[config.mk]
export PLATFORM = sky130hd
export DESIGN_NAME = sdf_r2_stage_ctrl
export DESIGN_NICKNAME = d
export VERILOG_FILES = /design/src/rtl/sdf_pkg.sv /design/src/rtl/sdf_valid_pipe.sv /design/src/rtl/sdf_r2_stage_ctrl.sv
export SDC_FILE = /design/constraint.sdc
export NUM_CORES = 1
export LEC_CHECK = 0
export CAP_MARGIN = 5
export CORE_MARGIN = 1
export CORE_UTILIZATION = 45
export CTS_CLUSTER_DIAMETER = 30
export CTS_CLUSTER_SIZE = 10
export DETAILED_ROUTE_END_ITERATION = 12
export PLACE_DENSITY = 0.73
export SYNTH_ARGS = -nofsm -noshare
export SYNTH_HDL_FRONTEND = slang
export SYNTH_SLANG_ARGS = --single-unit
export TNS_END_PERCENT = 100
[constraint.sdc]
create_clock -name clk -period 4.15 [get_ports clk]
set_input_delay 0.83 -clock clk [delete_from_list [all_inputs] [get_ports clk]]
set_output_delay 0.83 -clock clk [all_outputs]
set_load 0.03 [all_outputs]
[src/rtl/sdf_pkg.sv]
// Shared types and elaboration-time helpers for the radix-2 SDF stage controllers.
package sdf_pkg;

  typedef enum logic [1:0] {
    IDLE  = 2'd0,
    RUN   = 2'd1,
    FLUSH = 2'd2
  } state_e;

  function automatic int clog2(input int value);
    int r;
    r = 0;
    for (int i = 0; i < 31; i++) begin
      if ((1 << i) < value) r = i + 1;
    end
    return r;
  endfunction

  // Feedback buffer depth of a stage.
  function automatic int depth(input int stage_no);
    return 1 << (stage_no - 1);
  endfunction

  function automatic int tw_shift(input int nfft, input int stage_no);
    return clog2(nfft) - stage_no;
  endfunction

endpackage

[src/rtl/sdf_valid_pipe.sv]
// Fixed-depth shift register carrying {valid, last} alongside the stage datapath latency.
module sdf_valid_pipe #(
  parameter int OUT_LAT = 2
) (
  input  logic clk,
  input  logic rst,
  input  logic in_valid,
  input  logic in_last,
  output logic out_valid,
  output logic out_last,
  output logic occupied
);

  logic [OUT_LAT-1:0] vld_q, vld_d;
  logic [OUT_LAT-1:0] last_q, last_d;

  always_comb begin
    vld_d     = '0;
    last_d    = '0;
    vld_d[0]  = in_valid;
    last_d[0] = in_last;
    for (int i = 1; i < OUT_LAT; i++) begin
      vld_d[i]  = vld_q[i-1];
      last_d[i] = last_q[i-1];
    end
  end

  always_ff @(posedge clk or posedge rst) begin
    if (rst) begin
      vld_q  <= '0;
      last_q <= '0;
    end else begin
      vld_q  <= vld_d;
      last_q <= last_d;
    end
  end

  assign out_valid = vld_q[OUT_LAT-1];
  assign out_last  = last_q[OUT_LAT-1];
  assign occupied  = |vld_q;

endmodule

[src/rtl/sdf_r2_stage_ctrl.sv]
// Frame-aware sequencer for one radix-2 SDF stage: mux select, twiddle address,
// frame tracking with back-to-back, flush and abort handling, and output framing.
module sdf_r2_stage_ctrl
  import sdf_pkg::*;
#(
  parameter int NFFT     = 64,
  parameter int STAGE_NO = 1,
  parameter int OUT_LAT  = 2
) (
  input  logic                    clk,
  input  logic                    rst,
  input  logic                    start_conv,
  input  logic                    in_valid,
  output logic                    sel1,
  output logic [clog2(NFFT)-1:0]  tw_addr,
  output logic                    tw_active,
  output logic                    out_valid,
  output logic                    out_last,
  output logic                    busy,
  output logic                    frame_err
);

  localparam int L     = clog2(NFFT);
  localparam int D     = depth(STAGE_NO);
  localparam int TW_SH = tw_shift(NFFT, STAGE_NO);

  localparam logic [L-1:0] CNT_MAX = L'(NFFT - 1);
  localparam logic [L-1:0] D_LAST  = L'(D - 1);
  localparam logic [L-1:0] D_CNT   = L'(D);

  state_e         state_q, state_d;
  logic [L-1:0]   cnt_q, cnt_d;
  logic           first_q, first_d;
  logic           sel1_q, sel1_d;
  logic [L-1:0]   tw_addr_q, tw_addr_d;
  logic           tw_active_q, tw_active_d;
  logic           vld_raw_q, vld_raw_d;
  logic           last_raw_q, last_raw_d;
  logic           frame_err_q, frame_err_d;

  logic [L-1:0]   samp;
  logic           take;
  logic           in_flush;
  logic           pipe_occupied;

  always_comb begin
    state_d     = state_q;
    cnt_d       = cnt_q;
    first_d     = first_q;
    frame_err_d = 1'b0;
    samp        = cnt_q;
    take        = 1'b0;
    in_flush    = 1'b0;

    case (state_q)
      IDLE: begin
        if (start_conv) begin
          if (in_valid) begin
            take    = 1'b1;
            samp    = '0;
            state_d = RUN;
            cnt_d   = L'(1);
          end else begin
            frame_err_d = 1'b1;
          end
        end
      end
      RUN: begin
        // A missing sample aborts the frame; already-issued valids still drain.
        if (!in_valid) begin
          frame_err_d = 1'b1;
          state_d     = IDLE;
          cnt_d       = '0;
          first_d     = 1'b1;
        end else begin
          take  = 1'b1;
          cnt_d = cnt_q + L'(1);
          if (cnt_q == CNT_MAX) begin
            if (start_conv) first_d = 1'b0;
            else            state_d = FLUSH;
          end else if (start_conv) begin
            frame_err_d = 1'b1;
          end
        end
      end
      FLUSH: begin
        in_flush    = 1'b1;
        frame_err_d = start_conv;
        if (cnt_q == D_LAST) begin
          state_d = IDLE;
          cnt_d   = '0;
          first_d = 1'b1;
        end else begin
          cnt_d = cnt_q + L'(1);
        end
      end
      default: begin
        state_d = IDLE;
        cnt_d   = '0;
        first_d = 1'b1;
      end
    endcase

    // The first D samples of a frame only fill the feedback buffer unless a previous frame is draining.
    sel1_d      = take & samp[STAGE_NO-1];
    vld_raw_d   = in_flush | (take & ((samp >= D_CNT) | ~first_q));
    last_raw_d  = in_flush & (cnt_q == D_LAST);
    tw_active_d = vld_raw_d & ~sel1_d;
    tw_addr_d   = tw_active_d ? ((samp & D_LAST) << TW_SH) : '0;
  end

  always_ff @(posedge clk or posedge rst) begin
    if (rst) begin
      state_q     <= IDLE;
      cnt_q       <= '0;
      first_q     <= 1'b1;
      sel1_q      <= 1'b0;
      tw_addr_q   <= '0;
      tw_active_q <= 1'b0;
      vld_raw_q   <= 1'b0;
      last_raw_q  <= 1'b0;
      frame_err_q <= 1'b0;
    end else begin
      state_q     <= state_d;
      cnt_q       <= cnt_d;
      first_q     <= first_d;
      sel1_q      <= sel1_d;
      tw_addr_q   <= tw_addr_d;
      tw_active_q <= tw_active_d;
      vld_raw_q   <= vld_raw_d;
      last_raw_q  <= last_raw_d;
      frame_err_q <= frame_err_d;
    end
  end

  // Registered decision, then OUT_LAT further stages to line up with the stage output register.
  sdf_valid_pipe #(
    .OUT_LAT(OUT_LAT)
  ) u_valid_pipe (
    .clk      (clk),
    .rst      (rst),
    .in_valid (vld_raw_q),
    .in_last  (last_raw_q),
    .out_valid(out_valid),
    .out_last (out_last),
    .occupied (pipe_occupied)
  );

  assign sel1      = sel1_q;
  assign tw_addr   = tw_addr_q;
  assign tw_active = tw_active_q;
  assign frame_err = frame_err_q;
  assign busy      = (state_q != IDLE) | vld_raw_q | pipe_occupied;

endmodule

==> results of run 1 <==
[final cells by class]
| type | count | area (um2) | area share [%] |
|---|---|---|---|
| sequential | 18 | 451.7 | 45.18 |
| multi-input combinational | 60 | 375.4 | 37.55 |
| clock buffer | 4 | 36.28 | 3.630 |
| inverter | 4 | 15.01 | 1.502 |
| timing repair buffer | 9 | 90.09 | 9.011 |
| tap | 25 | 31.28 | 3.129 |
[worst max-delay path, stage by stage, from the launching register on]
cell             delay (ps)
dfrtp_1                 470
or2_1                   300
or4_1                   390
clkdlybuf4s50_1         600
[per-layer routing]
| layer | part of all wire, % | up-vias | track usage (%) |
|---|---|---|---|
| li1 | - | 314 | - |
| met1 | 50 | 286 | 19.22 |
| met2 | 46 | 13 | 25.28 |
| met3 | 3.8 | 2 | 5.882 |
| met4 | 0.88 | 0 | 7.059 |
| met5 | 0 | - | 0 |
[layout by cell type (no fill, tap or decap), drive strengths merged, types with 2 or more instances in the layout]
cell / count
a21o: 4
a21oi: 5
a31oi: 2
and3: 5
clkbuf: 4
clkdlybuf4s50: 9
conb: 6
dfrtp: 17
ha: 2
inv: 4
nand2: 7
nor2: 2
nor3b: 6
o21ai: 6
or4: 2
[power groups by stage]
stage | Clock (uW) | Combinational, uW | Sequential (uW)
2_1_floorplan | 0 | 43.6 | 196
3_3_place_gp | 0 | 56.7 | 194
3_5_place_dp | 0 | 58.0 | 194
4_1_cts | 108 | 58.2 | 190
5_1_grt | 117 | 64.4 | 192
6_report | 104 | 57.5 | 190
[cell families (layout without fill, tap and decap cells)]
group / Yosys count / after routing / synth area share, %
and+or+nand+nor: 30 / 30 / 21.07
AOI/OAI and AO/OA: 22 / 22 / 15.73
DFF: 18 / 18 / 50.70
buffers and inverters: 12 / 17 / 9.269
adders and majority gates: 2 / 2 / 2.809
other: 1 / 6 / 0.4209
[metrics by stage]
stage	total power [uW]	utilization, %	instances	hold WS [ps]
floorplan	239.8	-	90	331.2
global placement	250.4	54.04	116	335.0
detailed placement	251.8	54.04	116	339.7
CTS	356.8	56.07	120	361.0
global route	372.7	56.07	120	375.6
finish	352.0	56.07	120	359.4
[registers in the layout, summed over array words and instances, names as in the netlist]
register	cells
u_valid_pipe.vld_q	2
last_raw_q	1
tw_active	1
first_q	1
cnt_q	6
frame_err	1
u_valid_pipe.last_q	2
sel1	1
vld_raw_q	1
state_q	2
[path summary, 6_finish.rpt]
check | end | slack [ps] | cells past startpoint
hold reg to reg | u_valid_pipe.last_q[0]$_DFF_PP0_ | 360 | 0
min in group asynchronous | cnt_q[1]$_DFFE_PP0P_ | 910 | 2
setup / recovery | busy | 1270 | 3
max in group asynchronous | frame_err$_DFF_PP0_ | 2830 | 2
setup reg to reg | cnt_q[4]$_DFFE_PP0P_ | 2050 | 4
hold / removal | u_valid_pipe.last_q[0]$_DFF_PP0_ | 360 | 0
==> run_results.csv, run 1 <==
group,metric,value,unit
status,status,"finished clean",
logic_synthesis,avgSynthCellArea,10.48,um2
logic_synthesis,yosys.area.top_type,"dfrtp_1",
die,core_area,0.001783,mm2
cts,cts.path.max_buffers,2,
final_layout,nets,102,
critical_path,startpoint_type,"flop",
critical_path,path_max_fanout,9,
logic_synthesis,syn_area,890.9,um2
critical_path,required,3320,ps
die,core.rowCount,15,
routing,firstDrtPassIters,2,
routing,routedWlPerCell,11.36,um
power,p_per_area,352.1,mW/mm2
power,pwr-share-seq,54.1,%
global_route,grt_usage,16.00,%
timing,hold_viol,0,
global_route,antenna_found_initial,0,
global_route,grt_max_degree,19,
global_route,grt_pass1_wl,2346,um
critical_path,worstSetupStartpoint,"state_q[1]$_DFFE_PP0P_",
logic_synthesis,yosysMostFrequentCell,"dfrtp_1",
power,p_switching,94.20,uW
worst_hold_path,hold_class,"reg -> reg",
timing,max_freq,347.2,MHz
die,die_area,0.002162,mm2
timing,slew_headroom,57.72,%
final_layout,fin_area,999.7,um2
logic_synthesis,async_flop_share,100.0,%
die,io_pins,16,
routing,routed_wirelength,1363,um
placement,placement.io_buffers,9,
logic_synthesis,synth_edf_count,0,
cts,cts_buffers,3,
cts,hold_buffers,0,
logic_synthesis,synth_warnings,0,
critical_path,arrival,2050,ps
die,start_util,49.96,%
timing,final.period_utilization,69.41,%
flow_run,maxCapViolCount,0,
cts,insertion_delay,290,ps
routing,viasPerCell,5.125,
placement,place_ws,1460,ps
die,fp.dieH,46.50,um
timing,period_minus_slack,2880,ps
power,peakVddDrop,0.1927,mV
timing,layout_setup_ws,1270,ps
logic_synthesis,ys_top_cells_by_area,"dfrtp_1 (48%), buf_4 (5.1%), nor3b_1 (5.1%)",
placement,gp_congestion,0.7636,
timing,skew,5.368,ps
worst_hold_path,hp-start,"last_raw_q$_DFF_PP0_",
power,leakage,0.0005170,uW
cts,clkSlewWorstSetupHoldPaths,90,ps
final_layout,antenna_cells,0,
cts,cts-resized-gates,0,
routing,drt_iter0_drc,8,
routing,drc,0,
final_layout,areaGrowthSynthToFinish,12.22,%
logic_synthesis,syn_inst,85,
final_layout,drive_gt1_share,10.53,%
logic_synthesis,synthTopCellsByCount,"dfrtp_1 (17), nand2_1 (7), buf_4 (6), nor3b_1 (6)",
logic_synthesis,yosysSeqAreaShare,50.70,%
global_route,grt-ovfl-total,0,
die,die_w,46.50,um
logic_synthesis,yosys_register_bits,18,
critical_path,cp-end-kind,"output pin",
critical_path,r2r_start,"cnt_q[2]$_DFFE_PP0P_",
power,power.internal,257.8,uW
routing,num_vias,615,
cts,cts_tree,"yes",
logic_synthesis,synthFlopType,"dfrtp_1",
timing,grt_setup_unrepaired,"no",
cts,root_buffer,"clkbuf_4",
routing,final_antenna_net_count,0,
timing,setup_viol,0,
cts,cts.sinks,18,
power,p_sw_share,26.77,%
power,combPwrFrac,16.3,%
power,p_clk_share,29.5,%
placement,placedInstanceArea,963.4,um2
final_layout,fillCellCount,151,
timing,finalMaxSlewViolations,0,
logic_synthesis,synth_top_cell_area_share,47.75,%
cts,postCtsSetupBuffers,0,
logic_synthesis,ys_types,32,
placement,dp_hpwl,1009,um
cts,cts.htree.levels,1,
timing,tns,0,ps
timing,worst_pin_slew,633.0,ps
global_route,first_global_vias,540,
critical_path,worstSetupPathType,"reg -> out",
Note: power is estimated with default switching activity, not from simulation.
==> inputs of run 2 (changes only) <==
==> constraint.sdc (replaced) <==
create_clock -name clk -period 2.85 [get_ports clk]
set_input_delay 0.57 -clock clk [delete_from_list [all_inputs] [get_ports clk]]
set_output_delay 0.57 -clock clk [all_outputs]
set_load 0.03 [all_outputs]
==> results of run 2 <==
The final DEF is identical to that of run 1. Status: finished clean.
Among the figures that moved: setup slack after placement 1460 ps -> 420.4 ps; setup slack after layout 1270 ps -> 229.6 ps; register-to-register setup slack 2050 ps -> 750 ps; total power 352.0 uW -> 512.5 uW; worst IR drop on VDD 0.1927 mV -> 0.2805 mV
